$ cat src/rtl/switch_debouncer.sv
// switch_debouncer
//   Per-channel conditioning of raw switch / push-button inputs: a 2-flop
//   synchronizer followed by a stability counter. The debounced level SW_OUT
//   only follows the synchronized input after it has held a new value for
//   STABLE_CYCLES consecutive clocks. Any return to the current SW_OUT level
//   before the terminal count clears the counter, so short bounces never pass.
//
//   Optional feature macro: SWITCH_DEBOUNCER_EDGE_EN
//     defined   - registered one-cycle RISE/FALL pulses, coincident with the
//                 SW_OUT update that caused them.
//     undefined - RISE/FALL are tied low and no edge registers exist. The
//                 port list and SW_OUT behaviour are the same in both builds.
module switch_debouncer #(
  parameter int N_CH          = 2,
  parameter int STABLE_CYCLES = 1000000,
  parameter int CNT_W         = 20
) (
  input  logic            CLOCK,
  input  logic            RESET,
  input  logic [N_CH-1:0] SW_IN,
  output logic [N_CH-1:0] SW_OUT,
  output logic [N_CH-1:0] RISE,
  output logic [N_CH-1:0] FALL
);

  // Count value at which a pending change is accepted. The counter is
  // cleared at this value, so it never exceeds STABLE_CYCLES-1.
  localparam logic [CNT_W-1:0] CNT_TERM = CNT_W'(STABLE_CYCLES - 1);

  // Next counter value while the synchronized input differs from SW_OUT:
  // advance by one, or restart once the terminal count has been reached.
  function automatic logic [CNT_W-1:0] f_cnt_next(input logic [CNT_W-1:0] cnt);
    if (cnt == CNT_TERM) begin
      return '0;
    end
    return cnt + CNT_W'(1);
  endfunction

  for (genvar gi = 0; gi < N_CH; gi++) begin : g_ch
    logic             r_sync_p0;
    logic             r_sync_p1;
    logic [CNT_W-1:0] r_cnt;
    logic             r_out;
    logic             w_differ;
    logic             w_term;

    // The counter only runs while the synchronized level disagrees with the
    // debounced level; reaching the terminal value commits the new level.
    assign w_differ = (r_sync_p1 != r_out);
    assign w_term   = w_differ && (r_cnt == CNT_TERM);

    // Two-flop synchronizer for the asynchronous raw input.
    always_ff @(posedge CLOCK) begin
      if (RESET) begin
        r_sync_p0 <= 1'b0;
        r_sync_p1 <= 1'b0;
      end else begin
        r_sync_p0 <= SW_IN[gi];
        r_sync_p1 <= r_sync_p0;
      end
    end

    // Stability counter and debounced level; a partial count is dropped on reset.
    always_ff @(posedge CLOCK) begin
      if (RESET) begin
        r_cnt <= '0;
        r_out <= 1'b0;
      end else if (!w_differ) begin
        r_cnt <= '0;
      end else begin
        r_cnt <= f_cnt_next(r_cnt);
        if (w_term) begin
          r_out <= r_sync_p1;
        end
      end
    end

    assign SW_OUT[gi] = r_out;

`ifdef SWITCH_DEBOUNCER_EDGE_EN
    logic r_rise;
    logic r_fall;

    // Edge pulses registered on the same edge that updates SW_OUT; the
    // direction is the level being committed, so RISE and FALL are exclusive.
    always_ff @(posedge CLOCK) begin
      if (RESET) begin
        r_rise <= 1'b0;
        r_fall <= 1'b0;
      end else begin
        r_rise <= w_term &&  r_sync_p1;
        r_fall <= w_term && !r_sync_p1;
      end
    end

    assign RISE[gi] = r_rise;
    assign FALL[gi] = r_fall;
`else
    assign RISE[gi] = 1'b0;
    assign FALL[gi] = 1'b0;
`endif
  end

endmodule

$ cat config.mk
export PLATFORM = sky130hd
export DESIGN_NAME = switch_debouncer
export DESIGN_NICKNAME = d
export VERILOG_FILES = /design/src/rtl/switch_debouncer.sv
export SDC_FILE = /design/constraint.sdc
export NUM_CORES = 1
export LEC_CHECK = 0
export CORE_MARGIN = 2
export CORE_UTILIZATION = 40
export CTS_BUF_LIST = sky130_fd_sc_hd__clkbuf_16
export DETAILED_ROUTE_END_ITERATION = 10
export GPL_TIMING_DRIVEN = 0
export SYNTH_ARGS = -nofsm -noshare
export SYNTH_HDL_FRONTEND = slang
export SYNTH_SLANG_ARGS = --single-unit
$ cat constraint.sdc
create_clock -name CLOCK -period 2.35 [get_ports CLOCK]
set_clock_uncertainty 0.15 [all_clocks]
set_input_delay 0.235 -clock CLOCK [delete_from_list [all_inputs] [get_ports CLOCK]]
set_output_delay 0.235 -clock CLOCK [all_outputs]
set_load 0.03 [all_outputs]
==> out/metrics.cfg, run 1 <==
[detailed_routing]
viasPerCell=5.15
vias=1647
dr.pass1.iters=4
drtIter0Drc=78
route.detailed.drc=0
wirelength_um=3700
wl_per_cell_um=11.6
final_antenna_net_count=0

[worst_setup_path]
critPathArrivalTime_ns=2.19
r2r-start=g_ch[0].r_cnt[0]
ff2ff_setup_slack_ns=0.22
setup.worst_path.start_class=register
critPathKind=reg2reg
cp-startpoint=g_ch[0].r_cnt[0]
cp.required_ns=2.42
critical_path.max_fanout=7
cpPeakStageDelay_ns=0.48
reg2regPathDepth=6
critPathCaptureType=register
crit_chain=ha_1 -> nand2_1 -> or3_1 -> clkbuf_1 -> or4_1 -> a21oi_1
crit_slowest_cell=or4_1

[floorplan]
die_y_um=75.6
start_util=0.409
die_area_um2=5710
io_pins=10
fp.dieW_um=75.6
core_um2=5010
fp-row-count=26

[timing]
setup_tns_ns=0
fmax_mhz=470
finalSetupViolCount=0
rsz0062_at_grt=false
slew_violations=0
finalHoldViolCount=0
period_share=0.905
period_needed_ns=2.13
worst_pin_slew_ns=0.505
max_slew_margin=0.663

[synth]
synthAdderAreaFrac=0.0122
avgSynthCellArea_um2=8.68
yosys.area_share.simple=0.297
synth_compound_area_frac=0.0904
syn_area_um2=2050
synthTopCellsByArea=dfxtp_1 (45%), xor2_1 (6.4%), nor2_1 (5.3%), nand3_1 (4.4%), a21oi_1 (3.9%)
post_synth_xor_area_fraction=0.103
synthMuxAreaShare=0
yosysTopAreaCellShare=0.450
synth-async-reset-ratio=0
ys.flop_type=dfxtp_1
synth-edff-count=0
yosysUniqueCellTypes=30
post-synth-top-count-cell=dfxtp_1
syn_inst=236
synth_top_family_by_area=simple AND/OR/NAND/NOR gates
synth-seq-area-share=0.450
synthTopCellsByCount=dfxtp_1 (46), nor2_1 (29), nand3_1 (18)
synth_warnings=0
ys_ff_latch=46
synth_top_area_cell=dfxtp_1

[clock_network]
clk_latency_ns=0.28
clk_pin_slew_worst_paths_ns=0.06
cts_tree=done
htree_levels=2
cts_resized=0
root_buffer=clkbuf_16
clock_path_buffers=2
cts_made_buffers=5
cts_sinks=46
cts_hold_buffers=0
cts_setup_buffers=0

[hold_path]
holdPathStages=1
worstHoldStart=g_ch[0].r_sync_p0
worst_hold_path_type=reg2reg

[global_routing]
grt_max_degree=13
grt_pass1_wl_um=6330
grt_pass1_vias=1431
gr-total-overflow=0
antenna_found_initial=0
track_usage=0.144

[cells_and_area]
syn2layout_area_growth_pct=13.6
post_route_cells_drive_above_1_share=0.0640
diodes=0
nNetsFinal=257
multi_input_area_um2=1040
design_area_um2=2330
ff_latch_area_um2=921
num-fill-cells=502
fin_util=0.464

[power]
p_leak_nw=0.715
pwr_density_cell_nw_per_um2=629
p_seq_frac=0.537
power_frac_comb=0.023
ir_worst_vdd_mv=0.310
switching_share=0.197
cell_internal_pwr_mw=1.18
pwr-share-clk=0.440
p_sw_mw=0.288

[place]
dpl.hpwl_um=2550
gp_congestion=0.715
placed_cell_area_um2=2200
place.port_buffers=5

[outcome]
status=finished, final reports clean

[flow_run]
maxCapViolations=0

## metal layers
metal,vias up,share of wire,global-route usage
met5,-,0,0
met4,0,0.022,0.0702
met3,7,0.024,0.0317
met2,15,0.43,0.225
met1,770,0.53,0.188
li1,855,-,-
## power groups by stage
stage	clock (mW)	combinational [mW]	sequential [mW]
after global placement	0	0.0331	0.804
final	0.644	0.0329	0.787
after floorplan	0	0.0234	0.803
after detailed placement	0	0.0330	0.804
after CTS	0.664	0.0332	0.786
after global routing	0.693	0.0363	0.786
## final cells by class
type,instances,area share
well taps,70,0.0377
inverters,5,0.00807
repair buffers,5,0.0215
clock buffers,5,0.0538
multi-input cells,175,0.449
plain buffers,13,0.0323
flip-flops and latches,46,0.396
clock inverters,1,0.00161
## cells by family after synthesis
| group | Yosys count |
|---|---|
| other cells | 1 |
| flops | 46 |
| simple gates | 111 |
| xor+xnor | 24 |
| fa+ha+maj | 2 |
| compound gates | 34 |
| buf+inv | 18 |
## per-stage QoR
stage,hold slack [ns],setup WS (ns),power [mW],cells
4_1_cts,0.300,0.207,1.48,320
3_3_place_gp,0.278,0.230,0.837,314
3_5_place_dp,0.284,0.227,0.837,314
5_1_grt,0.313,0.101,1.52,320
6_report,0.291,0.223,1.46,320
2_1_floorplan,0.154,0.396,0.827,239
## state kept, by name, indices dropped and copies added, names as in the netlist
signal,cells
g_ch.r_sync_p0,2
g_ch.r_out,2
g_ch.r_cnt,40
g_ch.r_sync_p1,2
## critical path, delay by kind of cell, from the launching register on
kind                     cells  cell delay, ns
AO/OA/AOI/OAI                1            0.14
adder cells (fa/ha/maj)      1            0.23
buffers and inverters        1            0.18
flip-flops                   1            0.38
AND/OR/NAND/NOR              3            0.97
## path summary, 6_finish.rpt
| path | end |
|---|---|
| worst max register to register | g_ch[0].r_cnt[18] |
| worst min register to register | g_ch[0].r_sync_p1 |
| worst max-delay path | g_ch[0].r_cnt[18] |
| worst min-delay path | g_ch[0].r_sync_p1 |
## placed cells by master (no fill, tap or decap), types with 8 or more instances in the layout
cell	netlist	final
nand4_1	8	8
or4_1	8	8
a21oi_1	16	16
nor2_1	29	29
nand2_1	12	12
dfxtp_1	46	46
or3_1	11	11
xor2_1	15	15
nand3_1	18	18
o21ai_0	10	10
xnor2_1	9	9
Note: power is estimated with default switching activity, not from simulation.
==> inputs of run 2 (changes only) <==
--- a/config.mk
+++ b/config.mk
@@ -5,11 +5,14 @@
 export SDC_FILE = /design/constraint.sdc
 export NUM_CORES = 1
 export LEC_CHECK = 0
+export CELL_PAD_IN_SITES_DETAIL_PLACEMENT = 1
+export CELL_PAD_IN_SITES_GLOBAL_PLACEMENT = 2
 export CORE_MARGIN = 2
-export CORE_UTILIZATION = 40
+export CORE_UTILIZATION = 36
 export CTS_BUF_LIST = sky130_fd_sc_hd__clkbuf_16
 export DETAILED_ROUTE_END_ITERATION = 10
 export GPL_TIMING_DRIVEN = 0
+export PLACE_DENSITY_LB_ADDON = 0.1
 export SYNTH_ARGS = -nofsm -noshare
 export SYNTH_HDL_FRONTEND = slang
 export SYNTH_SLANG_ARGS = --single-unit
==> out/metrics.cfg, run 2 (synthesis gave the netlist of run 1 again) <==
[outcome]
status=finished, final reports clean

[global_routing]
gr-total-overflow=0
grt_pass1_wl_um=7470
track_usage=0.148
grt_max_degree=14
grt_pass1_vias=1594
antenna_found_initial=0

[floorplan]
start_util=0.372
core_um2=5510
fp-row-count=27
die_area_um2=6310
io_pins=10
fp.dieW_um=79.4
die_y_um=79.4

[worst_setup_path]
setup.worst_path.start_class=register
critical_path.max_fanout=7
cp.required_ns=2.42
critPathArrivalTime_ns=2.23
critPathKind=reg2reg
critPathCaptureType=register

[power]
pwr_density_cell_nw_per_um2=636
fin_total_pwr_mw=1.49
p_leak_nw=0.725
ir_worst_vdd_mv=0.636

[clock_network]
htree_levels=2
clk_latency_ns=0.28
cts_resized=0
root_buffer=clkbuf_16
cts_setup_buffers=0
cts_made_buffers=5
cts_sinks=46
cts_hold_buffers=0
cts_tree=done
clk_pin_slew_worst_paths_ns=0.06
clock_path_buffers=2

[detailed_routing]
drtIter0Drc=71
final_antenna_net_count=0
route.detailed.drc=0
wirelength_um=4280
dr.pass1.iters=4
wl_per_cell_um=13.2
vias=1635
viasPerCell=5.05

[timing]
whs_ns=0.304
finalHoldViolCount=0
rsz0062_at_grt=false
period_share=0.919
period_needed_ns=2.16
worst_pin_slew_ns=0.524
setup_tns_ns=0
max_slew_margin=0.651
slew_violations=0
finalSetupViolCount=0
fmax_mhz=463

[cells_and_area]
diodes=0
most-common-layout-cells=dfxtp_1 (46), nor2_1 (29), nand3_1 (18)
largest_register_ffs=40
syn2layout_area_growth_pct=14.1
post_route_cells_drive_above_1_share=0.0675
multi_input_area_um2=1040
nNetsFinal=257
num-fill-cells=669
design_area_um2=2340
final_common_cell=dfxtp_1
ff_latch_area_um2=921
fin_util=0.424
regMostFlops=g_ch.r_cnt

[place]
gp_congestion=0.723
dpl.hpwl_um=3100
place.port_buffers=5
placed_cell_area_um2=2200

[hold_path]
worst_hold_path_type=reg2reg

[flow_run]
maxCapViolations=0

-- run 2: critical path: stages (launching register included) --
cell and delay (ns):
dfxtp_1 0.38, ha_1 0.23, nand2_1 0.14, or3_1 0.36, clkbuf_1 0.18, or4_1 0.50, a21oi_1 0.15
-- run 2: per-stage QoR --
| stage | instances | setup slack, ns |
|---|---|---|
| after CTS | 324 | 0.169 |
| after global placement | 316 | 0.197 |
| after floorplan | 239 | 0.396 |
| after global routing | 324 | 0.00133 |
| after detailed placement | 316 | 0.194 |
| final | 324 | 0.191 |
-- run 2: routing by layer --
layer / part of all wire / track usage / vias up
met5: 0 / 0 / -
met4: 0.0098 / 0.0414 / 0
met3: 0.027 / 0.0373 / 6
met2: 0.42 / 0.221 / 14
met1: 0.54 / 0.211 / 764
li1: - / - / 851
-- run 2: final timing paths --
| check | cells after the start | to | slack [ns] | startpoint |
|---|---|---|---|---|
| worst max-delay path | 6 | g_ch[0].r_cnt[18] | 0.19 | g_ch[0].r_cnt[0] |
| worst min register to register | 1 | g_ch[1].r_sync_p1 | 0.30 | g_ch[1].r_sync_p0 |
| worst max register to register | 6 | g_ch[0].r_cnt[18] | 0.19 | g_ch[0].r_cnt[0] |
| worst min-delay path | 1 | g_ch[1].r_sync_p1 | 0.30 | g_ch[1].r_sync_p0 |
-- run 2: final cells by class --
type                    instances  area share
repair buffers                  5      0.0214
clock buffers                   5      0.0535
well taps                      72      0.0385
inverters                       5     0.00803
multi-input cells             175       0.447
plain buffers                  13      0.0321
flip-flops and latches         46       0.394
clock inverters                 3     0.00535
-- run 2: where the power goes --
part | switching [mW] | leakage (nW) | internal [mW]
clock network | 0.282 | 0.0724 | 0.385
registers | 0.00252 | 0.371 | 0.784
logic | 0.0202 | 0.281 | 0.0134
==> inputs of run 3 (changes only) <==
--- a/config.mk
+++ b/config.mk
@@ -13,6 +13,7 @@
 export DETAILED_ROUTE_END_ITERATION = 10
 export GPL_TIMING_DRIVEN = 0
 export PLACE_DENSITY_LB_ADDON = 0.1
+export SETUP_SLACK_MARGIN = 0.05
 export SYNTH_ARGS = -nofsm -noshare
 export SYNTH_HDL_FRONTEND = slang
 export SYNTH_SLANG_ARGS = --single-unit
==> out/metrics.cfg, run 3 (synthesis gave the netlist of run 1 again) <==
[global_routing]
track_usage=0.148
met3_usage=0.0373
grtUsageMet2=0.221
grt_pass1_vias=1594
grt_max_degree=14
antenna_found_initial=0
top_usage_layer=met2
gr-total-overflow=0
grt_pass1_wl_um=7470
met1_usage=0.211

[floorplan]
start_util=0.372
fp.dieW_um=79.4
fp-row-count=27
die_y_um=79.4
core_um2=5510
die_area_um2=6310
io_pins=10

[hold_path]
worst_hold_path_type=reg2reg
holdPathStages=1
worstHoldStart=g_ch[0].r_cnt[0]

[power]
power_frac_comb=0.023
cell_internal_pwr_mw=1.18
p_sw_mw=0.305
switching_share=0.205
p_seq_frac=0.529
pwr_density_cell_nw_per_um2=635
ir_worst_vdd_mv=0.636
p_leak_nw=0.722
pwr-share-clk=0.448

[worst_setup_path]
critPathCaptureType=register
critPathArrivalTime_ns=2.18
r2r-start=g_ch[0].r_cnt[1]
critical_path.max_fanout=7
critPathKind=reg2reg
cp.required_ns=2.42
ff2ff_setup_slack_ns=0.24
reg2regPathDepth=6
cp-startpoint=g_ch[0].r_cnt[1]
setup.worst_path.start_class=register

[detailed_routing]
final_antenna_net_count=0
viasPerCell=5.05
dr.pass1.iters=4
vias=1635
drtIter0Drc=86
wl_per_cell_um=13.2
wirelength_um=4280
route.detailed.drc=0

[timing]
finalSetupViolCount=0
period_share=0.900
max_slew_margin=0.651
fmax_mhz=473
slew_violations=0
rsz0062_at_grt=false
finalHoldViolCount=0
setup_tns_ns=0
worst_pin_slew_ns=0.524
period_needed_ns=2.11

[clock_network]
htree_levels=2
cts_tree=done
cts_resized=0
clk_latency_ns=0.28
cts_hold_buffers=0
clk_pin_slew_worst_paths_ns=0.06
clock_path_buffers=2
root_buffer=clkbuf_16
cts_sinks=46
cts_setup_buffers=0
cts_made_buffers=5

[place]
placed_cell_area_um2=2200
dpl.hpwl_um=3100
place.port_buffers=5
gp_congestion=0.723
placed_cells=316

[cells_and_area]
final_common_cell=dfxtp_1
num-fill-cells=669
diodes=0
post_route_cells_drive_above_1_share=0.0754
regMostFlops=g_ch.r_cnt
final_cell_count_no_fill=324
largest_register_ffs=40
syn2layout_area_growth_pct=14.3
nNetsFinal=257
fin_util=0.425
most-common-layout-cells=dfxtp_1 (45), nor2_1 (29), nand3_1 (18)
design_area_um2=2340

[outcome]
status=finished, final reports clean

[flow_run]
maxCapViolations=0

[run 3: changes by cell type in the layout (fill, tap and decap cells not counted)]
cell | before | now
dfxtp_2 | 0 | 1
dfxtp_1 | 46 | 45
ha_1 | 2 | 1
ha_2 | 0 | 1
[run 3: layout make-up]
type | count | area, um^2 | area share
flip-flops and latches | 46 | 922 | 0.394
well taps | 72 | 90.1 | 0.0385
plain buffers | 13 | 75.1 | 0.0321
repair buffers | 5 | 50.0 | 0.0214
clock buffers | 5 | 125 | 0.0534
clock inverters | 3 | 12.5 | 0.00534
multi-input cells | 175 | 1050 | 0.447
inverters | 5 | 18.8 | 0.00802
[run 3: through the flow]
stage	worst slack (ns)	hold slack (ns)	total power [mW]
finish	0.236	0.292	1.49
global route	0.0548	0.316	1.56
CTS	0.169	0.307	1.51
detailed placement	0.194	0.291	0.838
global placement	0.197	0.292	0.838
floorplan	0.396	0.154	0.827
[run 3: power groups by stage]
stage | Clock (mW) | Combinational [mW] | Sequential [mW]
6_report | 0.667 | 0.0337 | 0.786
5_1_grt | 0.733 | 0.0372 | 0.786
4_1_cts | 0.692 | 0.0343 | 0.786
3_5_place_dp | 0 | 0.0340 | 0.804
3_3_place_gp | 0 | 0.0336 | 0.804
2_1_floorplan | 0 | 0.0234 | 0.803
[run 3: layer usage]
layer	share of wire	routed length [um]
met5	0	0
met4	0.0098	42
met3	0.027	117
met2	0.42	1810
met1	0.54	2310
[run 3: final timing paths]
kind | to
setup / recovery | g_ch[0].r_cnt[18]
hold / removal | g_ch[0].r_cnt[0]
setup reg to reg | g_ch[0].r_cnt[18]
hold reg to reg | g_ch[0].r_cnt[0]
[run 3: worst max-delay path, stage by stage (launching register included)]
cell and delay (ns):
dfxtp_1 0.37, ha_2 0.22, nand2_1 0.12, or3_1 0.36, clkbuf_1 0.18, or4_1 0.50, a21oi_1 0.15
